`src/rtl/rx_drop_stat_pkg.sv`:
```
// rx_drop_stat_pkg
// Shared types and helpers for the RX drop-statistics collector.
//   state_t   : snapshot handshake states (IDLE, HOLD)
//   popcount  : counts set bits among the low 'width' bits of a region vector
//   cnt_max   : all-ones value for a counter of the given width
//   sat_add   : saturating add, clamped to cnt_max(width)
//   sat_hit   : 1 when the unclamped sum would exceed cnt_max(width)
package rx_drop_stat_pkg;

  typedef enum logic {
    IDLE = 1'b0,
    HOLD = 1'b1
  } state_t;

  // Region vectors are padded to MAX_REGIONS before popcount, so one function
  // serves every REGIONS value the collector supports.
  localparam int MAX_REGIONS = 8;
  localparam int INC_W_MAX   = $clog2(MAX_REGIONS + 1);

  function automatic logic [INC_W_MAX-1:0] popcount(input logic [MAX_REGIONS-1:0] v,
                                                    input int width);
    logic [INC_W_MAX-1:0] n;
    n = '0;
    for (int i = 0; i < MAX_REGIONS; i++) begin
      if ((i < width) && v[i]) begin
        n = n + INC_W_MAX'(1);
      end
    end
    return n;
  endfunction

  function automatic logic [63:0] cnt_max(input int width);
    if (width >= 64) begin
      return '1;
    end
    return (64'd1 << width) - 64'd1;
  endfunction

  // Operands are zero-extended to 64 bits by the caller; the 65-bit sum can
  // never wrap, so comparing against the width's maximum is exact.
  function automatic logic [63:0] sat_add(input logic [63:0] a, input logic [63:0] b,
                                          input int width);
    logic [64:0] s;
    s = {1'b0, a} + {1'b0, b};
    if (s > {1'b0, cnt_max(width)}) begin
      return cnt_max(width);
    end
    return s[63:0];
  endfunction

  function automatic logic sat_hit(input logic [63:0] a, input logic [63:0] b,
                                   input int width);
    logic [64:0] s;
    s = {1'b0, a} + {1'b0, b};
    return s > {1'b0, cnt_max(width)};
  endfunction

endpackage

```
`src/rtl/rx_drop_stat_cnt.sv`:
```
// rx_drop_stat_cnt
// One saturating accumulator with synchronous clear and a sticky saturation flag.
//   clk, rst_n  : clock, asynchronous active-low reset
//   i_inc       : increment applied this cycle
//   i_clr       : clear counter and sticky flag (the increment is not kept)
//   o_next      : sat(count + i_inc), the value a snapshot captures this cycle
//   o_sat_next  : sticky flag including any saturation caused by this increment
module rx_drop_stat_cnt
  import rx_drop_stat_pkg::*;
#(
  parameter int CNT_WIDTH = 48,
  parameter int INC_W     = 3
) (
  input  logic                 clk,
  input  logic                 rst_n,
  input  logic [INC_W-1:0]     i_inc,
  input  logic                 i_clr,
  output logic [CNT_WIDTH-1:0] o_next,
  output logic                 o_sat_next
);

  logic [CNT_WIDTH-1:0] r_cnt;
  logic                 r_sat;
  logic                 w_hit;

  assign o_next     = CNT_WIDTH'(sat_add(64'(r_cnt), 64'(i_inc), CNT_WIDTH));
  assign w_hit      = sat_hit(64'(r_cnt), 64'(i_inc), CNT_WIDTH);
  assign o_sat_next = r_sat | w_hit;

  // On clear the pending increment is dropped here because the snapshot has
  // already taken it through o_next; this keeps accounting exactly-once.
  always_ff @(posedge clk or negedge rst_n) begin
    if (!rst_n) begin
      r_cnt <= '0;
      r_sat <= 1'b0;
    end else if (i_clr) begin
      r_cnt <= '0;
      r_sat <= 1'b0;
    end else begin
      r_cnt <= o_next;
      r_sat <= o_sat_next;
    end
  end

endmodule

```
`src/rtl/rx_drop_stat.sv`:
```
// rx_drop_stat
// Drop-statistics collector behind the RX MAC lite buffer drop-event tap.
// Counts frames (EOFs) and dropped frames, exposing them through a
// snapshot/acknowledge handshake. Counters saturate and never lose an event.
//   RX_CLK, RX_RESET_N : clock, asynchronous active-low reset
//   EVT_VLD            : event word valid
//   EVT_EOF, EVT_DROP  : per-region end-of-frame and force-drop flags
//   SNAP_REQ, STAT_ACK : snapshot request (level) and snapshot consumed
//   STAT_VLD           : snapshot registers valid
//   STAT_PKTS/DROPS    : snapshot of frame and drop counts
//   STAT_SAT           : a counter saturated since the last clear
//   PROTO_ERR          : sticky, drop flag seen without EOF in its region
module rx_drop_stat
  import rx_drop_stat_pkg::*;
#(
  parameter int REGIONS       = 4,
  parameter int CNT_WIDTH     = 48,
  parameter bit CLEAR_ON_READ = 1'b1
) (
  input  logic                 RX_CLK,
  input  logic                 RX_RESET_N,
  input  logic                 EVT_VLD,
  input  logic [REGIONS-1:0]   EVT_EOF,
  input  logic [REGIONS-1:0]   EVT_DROP,
  input  logic                 SNAP_REQ,
  input  logic                 STAT_ACK,
  output logic                 STAT_VLD,
  output logic [CNT_WIDTH-1:0] STAT_PKTS,
  output logic [CNT_WIDTH-1:0] STAT_DROPS,
  output logic                 STAT_SAT,
  output logic                 PROTO_ERR
);

  localparam int INC_W = $clog2(REGIONS + 1);

  logic [INC_W-1:0]     r_incPkts;
  logic [INC_W-1:0]     r_incDrops;
  logic                 r_protoErr;
  state_t               r_state;
  logic                 r_statVld;
  logic [CNT_WIDTH-1:0] r_statPkts;
  logic [CNT_WIDTH-1:0] r_statDrops;
  logic                 r_statSat;

  logic [INC_W-1:0]     w_evtPkts;
  logic [INC_W-1:0]     w_evtDrops;
  logic                 w_snap;
  logic                 w_clr;
  logic [CNT_WIDTH-1:0] w_pktsNext;
  logic [CNT_WIDTH-1:0] w_dropsNext;
  logic                 w_pktsSat;
  logic                 w_dropsSat;

  // A drop bit without its EOF is masked out, so it is never counted.
  assign w_evtPkts  = INC_W'(popcount(MAX_REGIONS'(EVT_EOF), REGIONS));
  assign w_evtDrops = INC_W'(popcount(MAX_REGIONS'(EVT_EOF & EVT_DROP), REGIONS));

  assign w_snap = (r_state == IDLE) && SNAP_REQ;
  assign w_clr  = CLEAR_ON_READ && w_snap;

  // Stage 1: register per-word increments.
  always_ff @(posedge RX_CLK or negedge RX_RESET_N) begin
    if (!RX_RESET_N) begin
      r_incPkts  <= '0;
      r_incDrops <= '0;
    end else if (EVT_VLD) begin
      r_incPkts  <= w_evtPkts;
      r_incDrops <= w_evtDrops;
    end else begin
      r_incPkts  <= '0;
      r_incDrops <= '0;
    end
  end

  always_ff @(posedge RX_CLK or negedge RX_RESET_N) begin
    if (!RX_RESET_N) begin
      r_protoErr <= 1'b0;
    end else if (EVT_VLD && ((EVT_DROP & ~EVT_EOF) != '0)) begin
      r_protoErr <= 1'b1;
    end
  end

  // Stage 2: saturating accumulators.
  rx_drop_stat_cnt #(
    .CNT_WIDTH (CNT_WIDTH),
    .INC_W     (INC_W)
  ) u_pkts (
    .clk        (RX_CLK),
    .rst_n      (RX_RESET_N),
    .i_inc      (r_incPkts),
    .i_clr      (w_clr),
    .o_next     (w_pktsNext),
    .o_sat_next (w_pktsSat)
  );

  rx_drop_stat_cnt #(
    .CNT_WIDTH (CNT_WIDTH),
    .INC_W     (INC_W)
  ) u_drops (
    .clk        (RX_CLK),
    .rst_n      (RX_RESET_N),
    .i_inc      (r_incDrops),
    .i_clr      (w_clr),
    .o_next     (w_dropsNext),
    .o_sat_next (w_dropsSat)
  );

  // Snapshot handshake. The snapshot captures the counter value including
  // this edge's stage-2 increment. In HOLD a request is ignored, so an ACK
  // arriving together with a request only releases the snapshot.
  always_ff @(posedge RX_CLK or negedge RX_RESET_N) begin
    if (!RX_RESET_N) begin
      r_state     <= IDLE;
      r_statVld   <= 1'b0;
      r_statPkts  <= '0;
      r_statDrops <= '0;
      r_statSat   <= 1'b0;
    end else begin
      case (r_state)
        IDLE: begin
          if (SNAP_REQ) begin
            r_statPkts  <= w_pktsNext;
            r_statDrops <= w_dropsNext;
            r_statSat   <= w_pktsSat | w_dropsSat;
            r_statVld   <= 1'b1;
            r_state     <= HOLD;
          end
        end
        HOLD: begin
          if (STAT_ACK) begin
            r_statVld <= 1'b0;
            r_state   <= IDLE;
          end
        end
        default: begin
          r_state   <= IDLE;
          r_statVld <= 1'b0;
        end
      endcase
    end
  end

  assign STAT_VLD   = r_statVld;
  assign STAT_PKTS  = r_statPkts;
  assign STAT_DROPS = r_statDrops;
  assign STAT_SAT   = r_statSat;
  assign PROTO_ERR  = r_protoErr;

endmodule

```
`config.mk`:
```
export PLATFORM = sky130hd
export DESIGN_NAME = rx_drop_stat
export DESIGN_NICKNAME = d
export VERILOG_FILES = /design/src/rtl/rx_drop_stat_pkg.sv /design/src/rtl/rx_drop_stat_cnt.sv /design/src/rtl/rx_drop_stat.sv
export SDC_FILE = /design/constraint.sdc
export NUM_CORES = 1
export LEC_CHECK = 0
export CAP_MARGIN = 20
export CORE_UTILIZATION = 40
export CTS_CLUSTER_DIAMETER = 200
export CTS_CLUSTER_SIZE = 10
export DETAILED_ROUTE_END_ITERATION = 7
export PLACE_DENSITY = 0.63
export SETUP_SLACK_MARGIN = 0.3
export SLEW_MARGIN = 15
export SYNTH_ARGS = -nofsm -noshare
export SYNTH_HDL_FRONTEND = slang
export SYNTH_SLANG_ARGS = --single-unit
export TNS_END_PERCENT = 100
```
`constraint.sdc`:
```
create_clock -name RX_CLK -period 5.5 [get_ports RX_CLK]
set_input_delay 0.55 -clock RX_CLK [delete_from_list [all_inputs] [get_ports RX_CLK]]
set_output_delay 0.55 -clock RX_CLK [all_outputs]
set_load 0.02 [all_outputs]
```
# Word level (Yosys, flattened, before mapping)
# Cells that the tools add are included.
# totals
ff_bits	204
latch_bits	0
ram_bits	0
rom_bits	0
output_inout_bits	99
n_memories	0
# op_classes
n_addsub	8
n_mul	0
div	0
order_cmp	2
n_eq_ne	2
shift	0
muxes	26
bitwise	7
reduce_logical	5
# ops
op	n
$mux W48	6
$add A48 B3 Y49	2
$gt A49 B48 Y1 const B	2
$mux W3	6
$mux W1	10
$and A4 B4 Y4	2
$add A2 B1 Y3 const B	2
$add A3 B1 Y3 const B	2
$add A1 B1 Y2 const B	2
$mux W2	2
$ne A2 B2 Y1 const B	2
$not A4 Y4	1
$pmux W1 S2	2
$reduce_and A2 Y1	2
$reduce_bool A4 Y1	1
$or A1 B1 Y1	3
$logic_and A1 B1 Y1	2
$not A1 Y1	1

# Longest topological paths before layout
# Gate-level depths: netlist of run 1.
# logic_depth
word_depth	9
mapped_depth	12
depth_no_buf	9

# By module
# Synthesis of run 1 repeated with hierarchy kept, for this count alone.
# hier_totals
cells_unflattened	910
hier_area_um2	9845.7
# by_module_without_submodules
module	n_inst	cells_each	area_per_inst_um2	seq_area_each_um2
rx_drop_stat_cnt	2	321	2811.4	1226.2
rx_drop_stat	1	268	4222.8	2652.5

# Worst setup path after synthesis of run 1
# No wires, ideal clock.
# synth_timing
kind	register to register
start	register r_incDrops[0]
end	register r_statDrops[19] (netlist: STAT_DROPS[19])
t_arrival_ns	2.366
t_required_ns	5.422
slack_ns	3.057
path_stages_with_launch	12
path_buffers	2
synth_period_minus_slack_ns	2.443
cell_sequence	dfrtp_1 -> ha_1 -> inv_1 -> fa_1 -> nand2b_1 -> a21oi_1 -> and4_1 -> and3_1 -> buf_2 -> nor2_1 -> clkbuf_1 -> a21oi_1
# synth_between
elab_chain_len	4
# synth_rtl
element	line	rtl
start: declaration	rx_drop_stat.sv:37	logic [INC_W-1:0] r_incDrops;
start signal: assignment	rx_drop_stat.sv:68	r_incDrops <= w_evtDrops;
$add A48 B3 Y49 *	rx_drop_stat_pkg.sv:44	s = {1'b0, a} + {1'b0, b};
$gt A49 B48 Y1	rx_drop_stat_pkg.sv:45	if (s > {1'b0, cnt_max(width)}) begin
$mux W1	rx_drop_stat_pkg.sv:45	
$mux W48 *	rx_drop_stat_pkg.sv:48	return s[63:0];
end signal: assignment	rx_drop_stat.sv:123	r_statDrops <= w_dropsNext;
end: declaration	rx_drop_stat.sv:42	logic [CNT_WIDTH-1:0] r_statDrops;
# Mark *: on every way between the ends. The rest lies on a longest branch, timed or not.
# A chain may end at the register's enable or synchronous reset.

# Final worst setup path of run 1
# layout_timing
start	register r_incPkts[0]
end	register r_statPkts[15] (netlist: STAT_PKTS[15])
# layout_between
elab_chain_len	4
# layout_rtl
element	line	rtl
start: declaration	rx_drop_stat.sv:36	logic [INC_W-1:0] r_incPkts;
start signal: assignment	rx_drop_stat.sv:67	r_incPkts <= w_evtPkts;
$add A48 B3 Y49 *	rx_drop_stat_pkg.sv:44	
$gt A49 B48 Y1	n/a	
$mux W1	rx_drop_stat_pkg.sv:45	
$mux W48 *	rx_drop_stat_pkg.sv:48	
end signal: assignment	rx_drop_stat.sv:122	r_statPkts <= w_pktsNext;
end: declaration	rx_drop_stat.sv:41	logic [CNT_WIDTH-1:0] r_statPkts;
# Marks and branches as above.

==> results of run 1 <==
per-stage QoR:
stage	power [uW]	hold WS, ns	util (%)	worst slack (ns)	std cells
floorplan	2100	0.254	-	3.06	979
global placement	2420	0.456	47.2	2.11	1362
detailed placement	2430	0.460	47.2	1.99	1362
CTS	3800	0.143	49.9	1.93	1388
global route	3930	0.161	49.9	1.59	1388
finish	3740	0.0752	49.9	1.96	1388
synth_stat cells, types with 2 or more instances:
| library cell | instances | area [sq um] |
|---|---|---|
| and3_1 | 20 | 125 |
| nand4_4 | 2 | 42.5 |
| buf_4 | 2 | 15.0 |
| a21oi_1 | 93 | 465 |
| xnor2_1 | 52 | 455 |
| and4_1 | 14 | 123 |
| nor3_1 | 18 | 90.1 |
| and2_1 | 15 | 93.8 |
| inv_1 | 25 | 93.8 |
| a211o_1 | 2 | 17.5 |
| mux2i_1 | 4 | 40.0 |
| nor4_1 | 9 | 56.3 |
| xor2_1 | 33 | 289 |
| a22o_1 | 2 | 17.5 |
| fa_1 | 2 | 40.0 |
| ha_1 | 12 | 150 |
| a21boi_0 | 3 | 22.5 |
| o21ai_0 | 53 | 265 |
| nor2b_1 | 3 | 18.8 |
| clkbuf_1 | 41 | 154 |
| dfrtp_1 | 204 | 5100 |
| a31oi_1 | 9 | 56.3 |
| nor2_1 | 167 | 627 |
| nand2_1 | 91 | 342 |
| a21o_1 | 2 | 15.0 |
| or2_2 | 2 | 12.5 |
| nand3_1 | 33 | 165 |
| nand4_1 | 31 | 194 |
| buf_2 | 6 | 30.0 |
| nand2b_1 | 6 | 37.5 |
metal layers:
layer,vias up,routed length [microns],part of all wire [%]
met2,172,10000,46
li1,3511,-,-
met4,0,530,2.5
met1,3465,9940,46
met5,-,0,0
met3,36,1100,5.1
kinds of logic after synthesis:
family | after synthesis
simple gates | 423
compound gates | 174
fa+ha+maj | 14
flops | 204
xor+xnor | 85
buf+inv | 75
mux | 4
sequential cells by signal, summed over array words and instances (netlist names), 3 cells and up:
| signal | count |
|---|---|
| STAT_DROPS | 48 |
| STAT_PKTS | 48 |
| u_drops.r_cnt | 48 |
| u_pkts.r_cnt | 48 |
| r_incDrops | 3 |
| r_incPkts | 3 |
path summary, 6_finish.rpt:
check,depth (start not counted),startpoint,slack (ns),to
max,9,r_incPkts[0]$_DFF_PN0_,1.96,STAT_PKTS[15]$_DFFE_PN0P_
min,1,RX_RESET_N,0.08,STAT_PKTS[4]$_DFFE_PN0P_
max reg2reg,9,r_incPkts[0]$_DFF_PN0_,1.96,STAT_PKTS[15]$_DFFE_PN0P_
min reg2reg,1,PROTO_ERR$_DFFE_PN0P_,0.47,PROTO_ERR$_DFFE_PN0P_
max in group asynchronous,2,RX_RESET_N,4.21,STAT_DROPS[45]$_DFFE_PN0P_
min in group RX_CLK,1,PROTO_ERR$_DFFE_PN0P_,0.47,PROTO_ERR$_DFFE_PN0P_
critical path, cell delays in order (launching register included):
cell and delay [ns]:
dfrtp_1 0.33, ha_1 0.19, inv_1 0.06, fa_1 0.40, nor2b_1 0.20, o2111a_1 0.50
and3_1 0.36, and2_1 0.73, nor2_1 0.43, a21oi_1 0.25
power by group through the flow:
stage               registers (uW)  clock network, uW  logic [uW]
finish                        1720               1350         678
global placement              1740                  0         683
floorplan                     1860                  0         238
global route                  1730               1450         746
CTS                           1720               1390         691
detailed placement            1740                  0         689
final cells by class:
class | count | area, sq um
fill | 2196 | 11400
clock buffer | 24 | 601
inverter | 25 | 93.8
multi-input combinational | 700 | 4000
timing repair buffer | 120 | 1180
tap | 313 | 392
sequential | 204 | 5100
clock inverter | 2 | 25.0
==> impl_results.md, run 1 <==
* Cells after synthesis at 979
* Clock Latency Late Sink at 0.52 ns
* Sequential fraction of the synthesis area at 54.3%
* DP HPWL at 14700 microns
* Met3 Use GR at 2.62%
* Initial Util at 41.1%
* Unique masters post-synth at 53
* Synth Area per Inst at 9.60 sq um
* Postcts setup bufs at 0
* RSZ-0062 raised after global routing: false
* Slew Limit Fails at 0
* Sequential share of power at 45.9%
* Iteration-0 DRC Markers at 392
* Commonest non-fill, non-tap cells in the layout: 204 x dfrtp_1, 167 x nor2_1, 110 x clkdlybuf4s50_1
* # DRC at 0
* Routed WL per cell at 15.6 microns
* Total number of yosys warnings at 0
* GR Overflow Total at 0
* Simple-Gate Fraction of Synth Area at 21.8%
* CP Data Required Time at 5.92 ns
* CP endpoint kind: flop
* Ys flop type: dfrtp_1
* Status: finished clean
* Setup Viol. Count Final at 0
* Grt peak-use layer: met2
* Initial DRT Pass Iterations at 5
* Synth Register Bits at 204
* Clock transition at the registers of the reported paths at 0.05 ns
* DR vias/cell at 5.18
* Min Tclk post-route at 3.54 ns
* Antenna viol nets, final at 0
* Die area at 24100 sq um
* Cts hold-fix bufs at 0
* Worst slew pin tran at 0.924 ns
* Setup TNS at 0 ns
* Largest family of logic cells by synthesized area: simple AND/OR/NAND/NOR gates
* Max FO, Critical Path at 19
* # rows at 55
* Clk pwr share at 36.0%
* Compound-Gate Fraction of Synth Area at 10.3%
* Worst slew margin relative to its limit at 38.4%
* Max Cap Viol at 0
* Die Ht at 155 microns
* Crit path DAT at 3.97 ns
* Final hold violation count at 0
* Synth async-reset ratio at 100%
* Initial antenna violation count at 0
* Grt met1 use at 26.5%
* Total CTS buffers at 24
* PD cells at 328 nW/um^2
* XOR/XNOR Fraction of Synth Area at 7.92%
* Num ports at 112
* Cell area after synthesis at 9400 sq um
* Peak supply drop at 0.194 mV
* Drt total wl at 21600 microns
* Met2 usage at 30.1%
* Area Overhead vs Synth at 21.3%
* Vias in the first global route at 7096
* Cell area after layout at 11400 sq um
* Largest net degree at the start of global routing at 98
* Clock Path Buffers at 3
* TritonCTS clock tree: built
* Internal power at 2700 uW
* Vias post-DR at 7184
* Number of synthesized flops with an enable pin at 0
* Sw Share at 27.9%
* Commonest non-fill, non-tap cell in the layout: dfrtp_1
* DP Area at 10800 sq um
* Skew final at 0.0204 ns
* Root buf cell: clkbuf_16
* Post-synthesis adder-cell area fraction at 2.02%
* H-tree lvl count at 1
* Nets at 1102
* Type of the worst min-delay path: in -> async
* GRT Resource Usage Total at 18.8%
* P_sw at 1040 uW
* Synth Net Count at 1006
* Number of diodes at 0
* First-pass GRT wire length at 36700 microns
* Startpoint Class: flop
* Mux cell area share after synthesis at 0.426%
* Clk sinks at 204
* Total core area at 22800 sq um
* P_leak at 0.00492 uW
* RePlAce Congestion at 0.838
* Period utilization at 64.4%
* Port bufs at 111
* Comb pwr share at 18.1%
* Critical path type: reg -> reg
* Layout cells sized above 1 at 4.74%
* Post-CTS sizing at 0
* Fmax at 282 MHz
* Die Wd at 155 microns
Note: power is estimated with default switching activity, not from simulation.
==> inputs of run 2 (changes only) <==
PLACE_DENSITY = 0.66   (was 0.63)
clock period = 3.1 ns   (was 5.5 ns; I/O delays follow)
==> impl_results.md, run 2 (synthesis results as in run 1) <==
* Vias post-DR at 7339
* Total CTS buffers at 24
* Critical path type: reg -> reg
* Root buf cell: clkbuf_16
* Peak supply drop at 0.335 mV
* CP max stage cell: or2_2
* Status: finished clean
* Comb pwr share at 18.6%
* DR WL met2 at 10100 microns
* Startpoint Class: flop
* Clock Path Buffers at 3
* Layout cells sized above 1 at 6.84%
* RePlAce Congestion at 0.876
* Initial DRT Pass Iterations at 5
* DR vias/cell at 5.20
* Setup Viol. Count Final at 0
* Slew Limit Fails at 0
* Clock transition at the registers of the reported paths at 0.05 ns
* Cell-by-cell trace of the critical path: ha_1 -> inv_1 -> fa_1 -> nor2b_1 -> o2111a_2 -> nand3_1 -> or2_2 -> and3_1 -> o31ai_2
* Cell count after placement at 1381
* H-tree lvl count at 1
* Min Tclk post-route at 2.56 ns
* # DRC at 0
* # rows at 55
* Routed WL per cell at 15.5 microns
* Die area at 24100 sq um
* Die Ht at 155 microns
* Initial Util at 41.1%
* Number of diodes at 0
* First-pass GRT wire length at 36100 microns
* Max FO, Critical Path at 11
* Area Overhead vs Synth at 23.9%
* Period utilization at 82.5%
* Commonest non-fill, non-tap cell in the layout: dfrtp_1
* RSZ-0062 raised after global routing: false
* Skew final at 0.0144 ns
* Final hold violation count at 0
* Top Layer Used: met4
* P_sw at 1840 uW
* Cell Count, Final, Fillers Out at 1410
* Largest net degree at the start of global routing at 86
* Fill cells at 2141
* WL met1 at 10300 microns
* Num ports at 112
* Vias in the first global route at 7108
* Port bufs at 111
* PD cells at 576 nW/um^2
* Worst slew pin tran at 0.731 ns
* Total power draw at 6700 uW
* Initial antenna violation count at 0
* CP Data Required Time at 3.51 ns
* Drt total wl at 21900 microns
* DP HPWL at 15100 microns
* CP endpoint kind: flop
* Setup TNS at 0 ns
* Post-layout util at 50.9%
* Crit path DAT at 2.97 ns
* TritonCTS clock tree: built
* WL met3 at 913 microns
* GR Overflow Total at 0
* Type of the worst min-delay path: in -> async
* Fmax at 391 MHz
* Total core area at 22800 sq um
* Sequential share of power at 45.5%
* Nets at 1124
* Crit path largest cell delay at 0.44 ns
* Clk sinks at 204
* Clk pwr share at 36.0%
* P_leak at 0.00504 uW
* Sw Share at 27.5%
* Commonest non-fill, non-tap cells in the layout: 204 x dfrtp_1, 166 x nor2_1, 110 x clkdlybuf4s50_1
* Max Cap Viol at 0
* GRT Resource Usage Total at 18.4%
* Iteration-0 DRC Markers at 374
* Worst slew margin relative to its limit at 51.3%
* Antenna viol nets, final at 0
* Die Wd at 155 microns
* Clock Latency Late Sink at 0.51 ns
* Internal power at 4860 uW
## run 2: cell types whose count changed in the layout (fill, tap and decap cells not counted), sizes merged
cell	previous run	this run
dlygate4sd3	0	1
buf	9	30
clkinv	2	1
clkbuf	25	26
## run 2: worst paths after layout
check	startpoint	end	slack [ns]	cells after the start
setup / recovery	r_incPkts[0]$_DFF_PN0_	STAT_PKTS[47]$_DFFE_PN0P_	0.54	9
hold / removal	RX_RESET_N	STAT_DROPS[43]$_DFFE_PN0P_	0.41	2
setup reg to reg	r_incPkts[0]$_DFF_PN0_	STAT_PKTS[47]$_DFFE_PN0P_	0.54	9
hold reg to reg	PROTO_ERR$_DFFE_PN0P_	PROTO_ERR$_DFFE_PN0P_	0.47	1
max in group asynchronous	RX_RESET_N	u_drops.r_cnt[6]$_DFF_PN0_	1.83	3
min in group RX_CLK	STAT_ACK	r_state$_DFF_PN0_	0.43	2
## run 2: per-layer routing
layer  GRT usage, %  vias to the layer above
li1               -                     3558
met1           25.6                     3573
met2           30.4                      172
met3           2.65                       36
met4           4.62                        0
met5              0                        -
## run 2: worst max-delay path, delay by kind of cell, from the launching register on
| family | cells | cell delay (ns) |
|---|---|---|
| AND/OR/NAND/NOR | 4 | 1.01 |
| adder cells (fa/ha/maj) | 2 | 0.60 |
| AO/OA/AOI/OAI | 2 | 0.47 |
| flip-flops | 1 | 0.33 |
| buffers and inverters | 1 | 0.06 |
## run 2: per-stage QoR
stage,area [sq um],setup WS [ns],hold slack (ns)
after floorplan,9400,0.657,0.0144
after global placement,11000,0.366,0.421
after detailed placement,11000,0.283,0.421
after CTS,11600,0.419,0.417
after global routing,11600,0.333,0.418
final,11600,0.544,0.414
## run 2: layout make-up
cell class | count | area (sq um) | share of cell area (%)
clock buffer | 25 | 626 | 5.38
clock inverter | 1 | 8.76 | 0.0753
inverter | 25 | 93.8 | 0.806
multi-input combinational | 700 | 4010 | 34.4
sequential | 204 | 5100 | 43.9
tap | 313 | 392 | 3.37
timing repair buffer | 142 | 1400 | 12.1
## run 2: power groups by stage
stage / Sequential [uW] / Clock [uW] / Combinational (uW)
6_report: 3050 / 2410 / 1250
5_1_grt: 3080 / 2570 / 1370
4_1_cts: 3050 / 2480 / 1270
3_5_place_dp: 3100 / 0 / 1260
3_3_place_gp: 3090 / 0 / 1250
2_1_floorplan: 3300 / 0 / 422
## run 2: timing repair
action / CTS / global route
buffers inserted: 0 / 2
endpoints found under the setup margin: 6 / 26
hold endpoints to repair: 80 / 0
pin swaps: 0 / 1
hold buffers: 1 / 0
resized for setup: 1 / 3
==> inputs of run 3 (changes only) <==
clock period = 2.3 ns   (was 3.1 ns; I/O delays follow)
==> impl_results.md, run 3 (synthesis results as in run 1) <==
* Setup Viol. Count Final at 3
* Total power draw at 9520 uW
* Worst hold slack at 0.311 ns
* Iteration-0 DRC Markers at 353
* Initial antenna violation count at 0
* Vias post-DR at 7795
* RePlAce Congestion at 0.840
* First-pass GRT wire length at 40700 microns
* Clock Path Buffers at 3
* P_leak at 0.00599 uW
* Nets at 1187
* Drt total wl at 26300 microns
* Crit path DAT at 2.69 ns
* Total CTS buffers at 24
* GRT Resource Usage Total at 21.0%
* Worst slew margin relative to its limit at 60.7%
* CP Data Required Time at 2.68 ns
* Worst slew pin tran at 0.590 ns
* Fmax at 432 MHz
* Commonest non-fill, non-tap cell in the layout: dfrtp_1
* Clk sinks at 204
* Max Cap Viol at 0
* Initial Util at 41.1%
* Vias in the first global route at 7793
* Type of the worst min-delay path: in -> async
* PD cells at 669 nW/um^2
* Commonest non-fill, non-tap cells in the layout: 202 x dfrtp_1, 110 x clkdlybuf4s50_1, 109 x nor2_1
* Status: complete, but fails checks
* H-tree lvl count at 1
* Max FO, Critical Path at 7
* Critical path type: reg -> reg
* Period utilization at 101%
* Min Tclk post-route at 2.32 ns
* Antenna viol nets, final at 0
* Layout cells sized above 1 at 33.4%
* Clock transition at the registers of the reported paths at 0.05 ns
* Number of diodes at 0
* Area Overhead vs Synth at 51.5%
* Final hold violation count at 0
* DP Area at 11400 sq um
* Die area at 24100 sq um
* DP HPWL at 15800 microns
* Clock Latency Late Sink at 0.51 ns
* Die Wd at 155 microns
* CP startpoint: u_pkts.r_cnt[0]$_DFF_PN0_
* Port bufs at 111
* Initial DRT Pass Iterations at 5
* Final worst setup slack at -0.0164 ns
* # DRC at 0
* Peak supply drop at 0.521 mV
* FF-to-FF Start: u_pkts.r_cnt[0]$_DFF_PN0_
* Slew Limit Fails at 0
* Die Ht at 155 microns
* RSZ-0062 raised after global routing: true
* DR vias/cell at 5.29
* GR Overflow Total at 0
* CP endpoint kind: flop
* TritonCTS clock tree: built
* Skew final at 0.0185 ns
* Routed WL per cell at 17.9 microns
* Root buf cell: clkbuf_16
* Cell area after layout at 14200 sq um
* # rows at 55
* Num ports at 112
* Failing checks: setup timing
* Largest net degree at the start of global routing at 68
* Total core area at 22800 sq um
* Place WS at -0.0288 ns
* Startpoint Class: flop
## run 3: cell types whose count changed in the layout (fill, tap and decap cells not counted), moves of 22 or more
cell / previous run / this run
a21oi_1: 93 / 26
o21ai_1: 0 / 34
nor2_1: 166 / 109
nor2_4: 0 / 44
buf_4: 25 / 47
o21ai_0: 53 / 4
a21oi_2: 0 / 59
## run 3: per-stage QoR
| stage | std cells | TNS, ns | utilization [%] |
|---|---|---|---|
| 2_1_floorplan | 979 | 0 | - |
| 3_3_place_gp | 1403 | 0 | 50.0 |
| 3_5_place_dp | 1403 | -0.0677 | 50.0 |
| 5_1_grt | 1473 | -2.37 | 62.3 |
| 6_report | 1473 | -0.0219 | 62.3 |
| 4_1_cts | 1460 | 0 | 58.1 |
## run 3: final timing paths
path	end	slack, ns	cells past startpoint
max in group asynchronous	u_pkts.r_cnt[22]$_DFF_PN0_	1.22	3
min	STAT_PKTS[3]$_DFFE_PN0P_	0.31	2
max	STAT_PKTS[18]$_DFFE_PN0P_	-0.02	12
min reg2reg	PROTO_ERR$_DFFE_PN0P_	0.47	1
max reg2reg	STAT_PKTS[18]$_DFFE_PN0P_	-0.02	12
min in group RX_CLK	STAT_VLD$_DFFE_PN0P_	0.34	2
## run 3: power breakdown
part	switching, uW	internal, uW	total, uW
Sequential	221	3910	4130
Clock	1380	1900	3280
Combinational	1140	969	2110
Total	2740	6780	9520
## run 3: cell type report
cell class                      count  area (sq um)
Clock buffer                       25           626
Clock inverter                      1          8.76
Fill cell                        1785          8620
Inverter                           25          93.8
Multi-Input combinational cell    700          5730
Sequential cell                   204          5110
Tap cell                          313           392
Timing Repair Buffer              205          2270
## run 3: what timing repair did
item | 4_1_cts | 5_1_grt
cloned | 7 | 3
gates resized for setup | 178 | 188
pin swaps | 79 | 94
endpoints found under the setup margin | 193 | 195
endpoints found under the hold margin | 62 | 0
buffers inserted | 23 | 10
hold buffers | 1 | 0
## run 3: critical path: stages, from the launching register on
cell      delay [ns]
dfrtp_1         0.33
ha_2            0.18
inv_2           0.04
fa_2            0.36
nor2b_2         0.13
o2111a_2        0.29
buf_4           0.14
buf_6           0.08
buf_6           0.12
nand4_1         0.13
xnor2_1         0.18
a21oi_2         0.14
o21ai_1         0.07
## run 3: per-layer routing
| metal | vias up | share of wire (%) | GRT usage [%] |
|---|---|---|---|
| met2 | 170 | 51 | 35.7 |
| li1 | 3689 | - | - |
| met3 | 34 | 4.0 | 3.06 |
| met5 | - | 0 | 0 |
| met1 | 3902 | 43 | 28.3 |
| met4 | 0 | 2.0 | 5.23 |
